## src/rtl/lsu_pkg.sv

```systemverilog
// Shared constants, state encoding and request legality check for the LSU.
package lsu_pkg;

    // RV32I load/store width codes (funct3)
    localparam logic [2:0] LB  = 3'b000;
    localparam logic [2:0] LH  = 3'b001;
    localparam logic [2:0] LW  = 3'b010;
    localparam logic [2:0] LBU = 3'b100;
    localparam logic [2:0] LHU = 3'b101;
    localparam logic [2:0] SB  = 3'b000;
    localparam logic [2:0] SH  = 3'b001;
    localparam logic [2:0] SW  = 3'b010;

    typedef enum logic [2:0] {
        IDLE = 3'd0,
        RD   = 3'd1,
        LDW  = 3'd2,
        WR   = 3'd3,
        RESP = 3'd4
    } state_t;

    // True when the request can never reach memory: bad width code or misaligned.
    function automatic logic req_bad(input logic store, input logic [2:0] funct3,
                                     input logic [1:0] addr_lo);
        logic illegal;
        logic misaligned;
        if (store)
            illegal = !(funct3 == SB || funct3 == SH || funct3 == SW);
        else
            illegal = !(funct3 == LB || funct3 == LH || funct3 == LW ||
                        funct3 == LBU || funct3 == LHU);
        // funct3[1:0] encodes size for both loads and stores: 01=half, 10=word
        misaligned = ((funct3[1:0] == 2'b01) && addr_lo[0]) ||
                     ((funct3[1:0] == 2'b10) && (addr_lo != 2'b00));
        return illegal || misaligned;
    endfunction

endpackage

```

## src/rtl/lsu_lane.sv

```systemverilog
// Byte/half lane handling: load extraction with extension, and sub-word store merge.
module lsu_lane
    import lsu_pkg::*;
(
    input  logic [2:0]  funct3,
    input  logic [1:0]  addr_lo,
    input  logic [31:0] load_data,
    input  logic [31:0] wdata,
    output logic [31:0] load_ext,
    output logic [31:0] merged
);

    logic [7:0]  lane_b;
    logic [15:0] lane_h;

    // Pick the addressed lane and extend it according to the width code
    always_comb begin
        lane_b   = 8'h00;
        lane_h   = addr_lo[1] ? load_data[31:16] : load_data[15:0];
        case (addr_lo)
            2'd0:    lane_b = load_data[7:0];
            2'd1:    lane_b = load_data[15:8];
            2'd2:    lane_b = load_data[23:16];
            default: lane_b = load_data[31:24];
        endcase
        case (funct3)
            LB:      load_ext = {{24{lane_b[7]}}, lane_b};
            LBU:     load_ext = {24'h0, lane_b};
            LH:      load_ext = {{16{lane_h[15]}}, lane_h};
            LHU:     load_ext = {16'h0, lane_h};
            default: load_ext = load_data;
        endcase
    end

    // Replace only the addressed lane of the old word for SB/SH
    always_comb begin
        merged = load_data;
        if (funct3 == SB) begin
            case (addr_lo)
                2'd0:    merged[7:0]   = wdata[7:0];
                2'd1:    merged[15:8]  = wdata[7:0];
                2'd2:    merged[23:16] = wdata[7:0];
                default: merged[31:24] = wdata[7:0];
            endcase
        end else if (funct3 == SH) begin
            if (addr_lo[1]) merged[31:16] = wdata[15:0];
            else            merged[15:0]  = wdata[15:0];
        end
    end

endmodule

```

## src/rtl/lsu.sv

```systemverilog
// Load/store unit: one request at a time against a word-wide synchronous memory.
// Sub-word stores are done as read-modify-write.
module lsu
    import lsu_pkg::*;
#(
    parameter int ADDR_WIDTH = 15
) (
    input  logic        clk,
    input  logic        rst,
    input  logic        req_valid,
    output logic        req_ready,
    input  logic        req_store,
    input  logic [2:0]  req_funct3,
    input  logic [31:0] req_addr,
    input  logic [31:0] req_wdata,
    output logic        resp_valid,
    output logic [31:0] resp_rdata,
    output logic        resp_err,
    output logic        is_load,
    output logic        is_store,
    output logic [31:0] mem_addr,
    output logic [31:0] store_data,
    input  logic [31:0] load_data
);

    state_t                state, state_next;
    logic                  store_q;
    logic [2:0]            f3_q;
    logic [ADDR_WIDTH+1:0] addr_q;
    logic [31:0]           wdata_q;
    logic                  err_q;
    logic [31:0]           rdata_q;
    logic [31:0]           sdata_q;
    logic                  accept;
    logic                  bad;
    logic [31:0]           load_ext;
    logic [31:0]           merged;
    logic                  unused_addr_hi;

    // Address bits above the memory's word index are dropped, so accesses wrap
    assign unused_addr_hi = ^req_addr[31:ADDR_WIDTH+2];

    assign req_ready = (state == IDLE) && !rst;
    assign accept    = req_valid && req_ready;
    assign bad       = req_bad(req_store, req_funct3, req_addr[1:0]);

    lsu_lane u_lane (
        .funct3    (f3_q),
        .addr_lo   (addr_q[1:0]),
        .load_data (load_data),
        .wdata     (wdata_q),
        .load_ext  (load_ext),
        .merged    (merged)
    );

    // Outputs are forced low combinationally during reset so a reset that
    // lands in WR suppresses the write in that same cycle.
    assign is_load    = !rst && (state == RD);
    assign is_store   = !rst && (state == WR);
    assign resp_valid = !rst && (state == RESP);
    assign resp_err   = resp_valid && err_q;
    assign resp_rdata = rst ? 32'h0 : rdata_q;
    assign store_data = rst ? 32'h0 : sdata_q;
    assign mem_addr   = rst ? 32'h0
                            : {{(32-ADDR_WIDTH){1'b0}}, addr_q[ADDR_WIDTH+1:2]};

    // State register plus request capture and result registers
    always_ff @(posedge clk) begin
        if (rst) begin
            state   <= IDLE;
            store_q <= 1'b0;
            f3_q    <= 3'b0;
            addr_q  <= '0;
            wdata_q <= 32'h0;
            err_q   <= 1'b0;
            rdata_q <= 32'h0;
            sdata_q <= 32'h0;
        end else begin
            state <= state_next;
            if (accept) begin
                store_q <= req_store;
                f3_q    <= req_funct3;
                addr_q  <= req_addr[ADDR_WIDTH+1:0];
                wdata_q <= req_wdata;
                err_q   <= bad;
                sdata_q <= req_wdata;
                // errors go straight to RESP, so the zero result shows with resp_valid
                if (bad) rdata_q <= 32'h0;
            end
            // result registers change only on the edge into RESP
            if (state == LDW) begin
                if (store_q) sdata_q <= merged;
                else         rdata_q <= load_ext;
            end
            if (state == WR) rdata_q <= 32'h0;
        end
    end

    // Next-state sequencing
    always_comb begin
        state_next = state;
        case (state)
            IDLE: begin
                if (accept) begin
                    if (bad)                                state_next = RESP;
                    else if (req_store && req_funct3 == SW) state_next = WR;
                    else                                    state_next = RD;
                end
            end
            RD:      state_next = LDW;
            LDW:     state_next = store_q ? WR : RESP;
            WR:      state_next = RESP;
            RESP:    state_next = IDLE;
            default: state_next = IDLE;
        endcase
    end

endmodule

```

## config.mk

```make
export PLATFORM = sky130hd
export DESIGN_NAME = lsu
export DESIGN_NICKNAME = d
export VERILOG_FILES = /design/src/rtl/lsu_pkg.sv /design/src/rtl/lsu_lane.sv /design/src/rtl/lsu.sv
export SDC_FILE = /design/constraint.sdc
export NUM_CORES = 1
export LEC_CHECK = 0
export CORE_MARGIN = 8
export CORE_UTILIZATION = 42
export DETAILED_ROUTE_END_ITERATION = 12
export HOLD_SLACK_MARGIN = 0.15
export PLACE_DENSITY = 0.86
export SLEW_MARGIN = 20
export SYNTH_ARGS = -nofsm -noshare
export SYNTH_HDL_FRONTEND = slang
export SYNTH_SLANG_ARGS = --single-unit
export TNS_END_PERCENT = 10
```

## constraint.sdc

```tcl
create_clock -name clk -period 1.6 [get_ports clk]
set_input_delay 0.32 -clock clk [delete_from_list [all_inputs] [get_ports clk]]
set_output_delay 0.32 -clock clk [all_outputs]
set_load 0.02 [all_outputs]
```

==> impl_metrics.json <==
{
  "power_frac_seq_pct": 40.8,
  "irDropWorstVdd_v": 0.000454,
  "antenna_cells": 0,
  "setup_viol": 101,
  "ys_top_cells_by_area": "dfxtp_1 34%, nor2b_1 8.1%, nand2_1 4.3%, a221oi_1 4.3%, a21oi_1 3.7%",
  "end_kind": "register",
  "grt_pass1_vias": 6281,
  "root_buffer": "clkbuf_16",
  "finalCriticalPeriod_ns": 1.79,
  "slowest_stage": "or3_1",
  "syn-instance-count": 721,
  "fillers": 1206,
  "synth_flop_cell": "dfxtp_1",
  "finalCritPeriodShare_pct": 112,
  "cpLargestDelayFamily": "compound AO/OA/AOI/OAI gates",
  "p_switching_mw": 2.09,
  "hold_viol_final": 0,
  "antenna_found_initial": 0,
  "path_buf_inv": 1,
  "syn_to_final_growth_pct": 49.1,
  "hold_path.class": "input port to register",
  "ys_warn_count": 0,
  "grt_first_pass_wirelength_um": 33100,
  "pwr-share-clk_pct": 32.7,
  "nets": 1050,
  "grt-ovfl-total": 0,
  "fin_setup_tns_ns": -8.69,
  "clkTransAtPathRegs_ns": 0.07,
  "vias_per_cell": 5.64,
  "p_per_area_mw_per_mm2": 757,
  "maxSlewViolCount": 0,
  "fmax_mhz": 559,
  "synth_seq_cells": 105,
  "rsz0062_at_grt": "true",
  "status": "finished, violations left",
  "clockBufferDepth": 2,
  "start_util_pct": 42.7,
  "crit_type": "register to register",
  "leakagePower_nw": 3.94,
  "wl_per_cell_um": 19.3,
  "die_w_um": 137,
  "grt_max_degree": 35,
  "arrival_ns": 2.02,
  "yosysUniqueCellTypes": 59,
  "layout-drive-gt1-share_pct": 24.7,
  "startpoint_type": "register",
  "die_height_um": 137,
  "drtPass1Iterations": 6,
  "coreArea_mm2": 0.0144,
  "fin_ws_ns": -0.188,
  "whs_ns": 0.447,
  "required_ns": 1.83,
  "combPwrFrac_pct": 26.5,
  "cell_internal_pwr_mw": 4.85,
  "crit_chain": "buf_4 > or3_1 > a221oi_1 > a221oi_2",
  "maxCapViolations": 0,
  "wl_um": 21900,
  "gp_congestion": 0.950,
  "post-dp-hpwl_um": 15900,
  "syn_area_mm2": 0.00615,
  "cts_tree": "done",
  "switching_share_pct": 30.1,
  "synth_area_per_cell_um2": 8.53,
  "cts_sinks": 105,
  "synth_top_cell_by_area": "dfxtp_1",
  "max_stage_delay_ns": 0.55,
  "portBuffers": 171,
  "yosysMostFrequentCell": "dfxtp_1",
  "async_reset_ff_share_pct": 0,
  "drtIter0Drc": 532,
  "power_mw": 6.94,
  "skew_ns": 0.0102,
  "pin_count": 204,
  "ys_seq_area_share_pct": 34.2,
  "cts_max_level": 3,
  "violations": "setup timing",
  "synth_top_area_share_pct": 34.2,
  "clock_latency_ns": 0.36,
  "critPathMaxFanout": 9,
  "grt_use_total_pct": 22.4,
  "dieArea_mm2": 0.0188,
  "cts_buffers": 9,
  "vias": 6402,
  "synth_edf_count": 0,
  "ys_top_cells_by_count": "105 x dfxtp_1, 80 x nor2b_1, 71 x nand2_1, 45 x a21oi_1, 45 x nor2_1",
  "drc_errors": 0,
  "ant_nets": 0,
  "cts_hold_buf": 0,
  "rows": 44
}
## registers in the layout, indices dropped and copies added (netlist names)
| signal | cells |
|---|---|
| err_q | 1 |
| store_q | 1 |
| f3_q | 3 |
| rdata_q | 32 |
| sdata_q | 32 |
| addr_q | 17 |
| state | 3 |
| wdata_q | 16 |
## stage by stage
stage          worst slack [ns]  std cells  utilization, %  area (µm²)
2_1_floorplan           -0.0446        737               -        6240
3_3_place_gp             -0.411       1112            59.5        8590
3_5_place_dp             -0.487       1112            59.5        8590
4_1_cts                  -0.227       1135            62.7        9050
5_1_grt                  -0.238       1135            63.6        9170
6_report                 -0.188       1135            63.6        9170
## layer usage
| metal | wire length [µm] | track usage, % | vias up |
|---|---|---|---|
| li1 | - | - | 3017 |
| met1 | 8890 | 27.8 | 2974 |
| met2 | 10200 | 36.1 | 359 |
| met3 | 2090 | 4.77 | 52 |
| met4 | 677 | 11.2 | 0 |
| met5 | 0 | 0 | - |
## area by class of cell
| type | count | area, µm² | share of cell area, % |
|---|---|---|---|
| Sequential cell | 105 | 2110 | 23.1 |
| Timing Repair Buffer | 286 | 2720 | 29.6 |
| Tap cell | 184 | 230 | 2.51 |
| Inverter | 17 | 63.8 | 0.696 |
| Multi-Input combinational cell | 528 | 3750 | 40.9 |
| Clock buffer | 9 | 225 | 2.46 |
| Clock inverter | 6 | 67.6 | 0.737 |
## worst paths after layout
check        cells after the start     endpoint  slack (ns)     startpoint
max reg2reg                      4  sdata_q[12]       -0.19        f3_q[2]
min                              4      f3_q[2]        0.45  req_funct3[2]
max                              4  sdata_q[12]       -0.19        f3_q[2]
min reg2reg                      2        err_q        0.48          err_q
## cells in the final DEF (no fill, tap or decap), types with 18 or more instances in the layout
| cell type | count |
|---|---|
| nor2_1 | 44 |
| a21oi_1 | 40 |
| clkdlybuf4s50_1 | 84 |
| buf_4 | 89 |
| nor2b_1 | 79 |
| dlygate4sd2_1 | 48 |
| nand2_1 | 71 |
| dfxtp_1 | 101 |
| a221oi_2 | 20 |
| a211oi_1 | 18 |
| o21ai_0 | 19 |
| buf_6 | 20 |
## cell families (layout without fill, tap and decap cells)
| logic type | count (synthesis) | after routing | synth area share, % |
|---|---|---|---|
| other | 1 | 17 | 0.0610 |
| buffers and inverters | 104 | 318 | 9.52 |
| DFF | 105 | 105 | 34.2 |
| AOI/OAI and AO/OA | 187 | 187 | 22.2 |
| and+or+nand+nor | 291 | 291 | 28.3 |
| muxes | 33 | 33 | 5.74 |
## timing repair
item                       CTS  global route
setup buffers               10             0
resized for setup          143            62
setup endpoints to repair  185           152
gates cloned                 0             0
pin swaps                   16             9
## worst register-to-register path, stage by stage, from the launching register on
cell	delay, ns
dfxtp_1	0.31
buf_4	0.17
or3_1	0.55
a221oi_1	0.51
a221oi_2	0.11
## power groups by stage
stage                     combinational (mW)  sequential [mW]  clock [mW]
after floorplan                         1.03             2.85           0
after global placement                  1.70             2.88           0
after detailed placement                1.73             2.89           0
after CTS                               1.77             2.83        2.29
after global routing                    1.95             2.85        2.38
final                                   1.84             2.83        2.27
No activity file was read; power rests on OpenSTA's default activity.
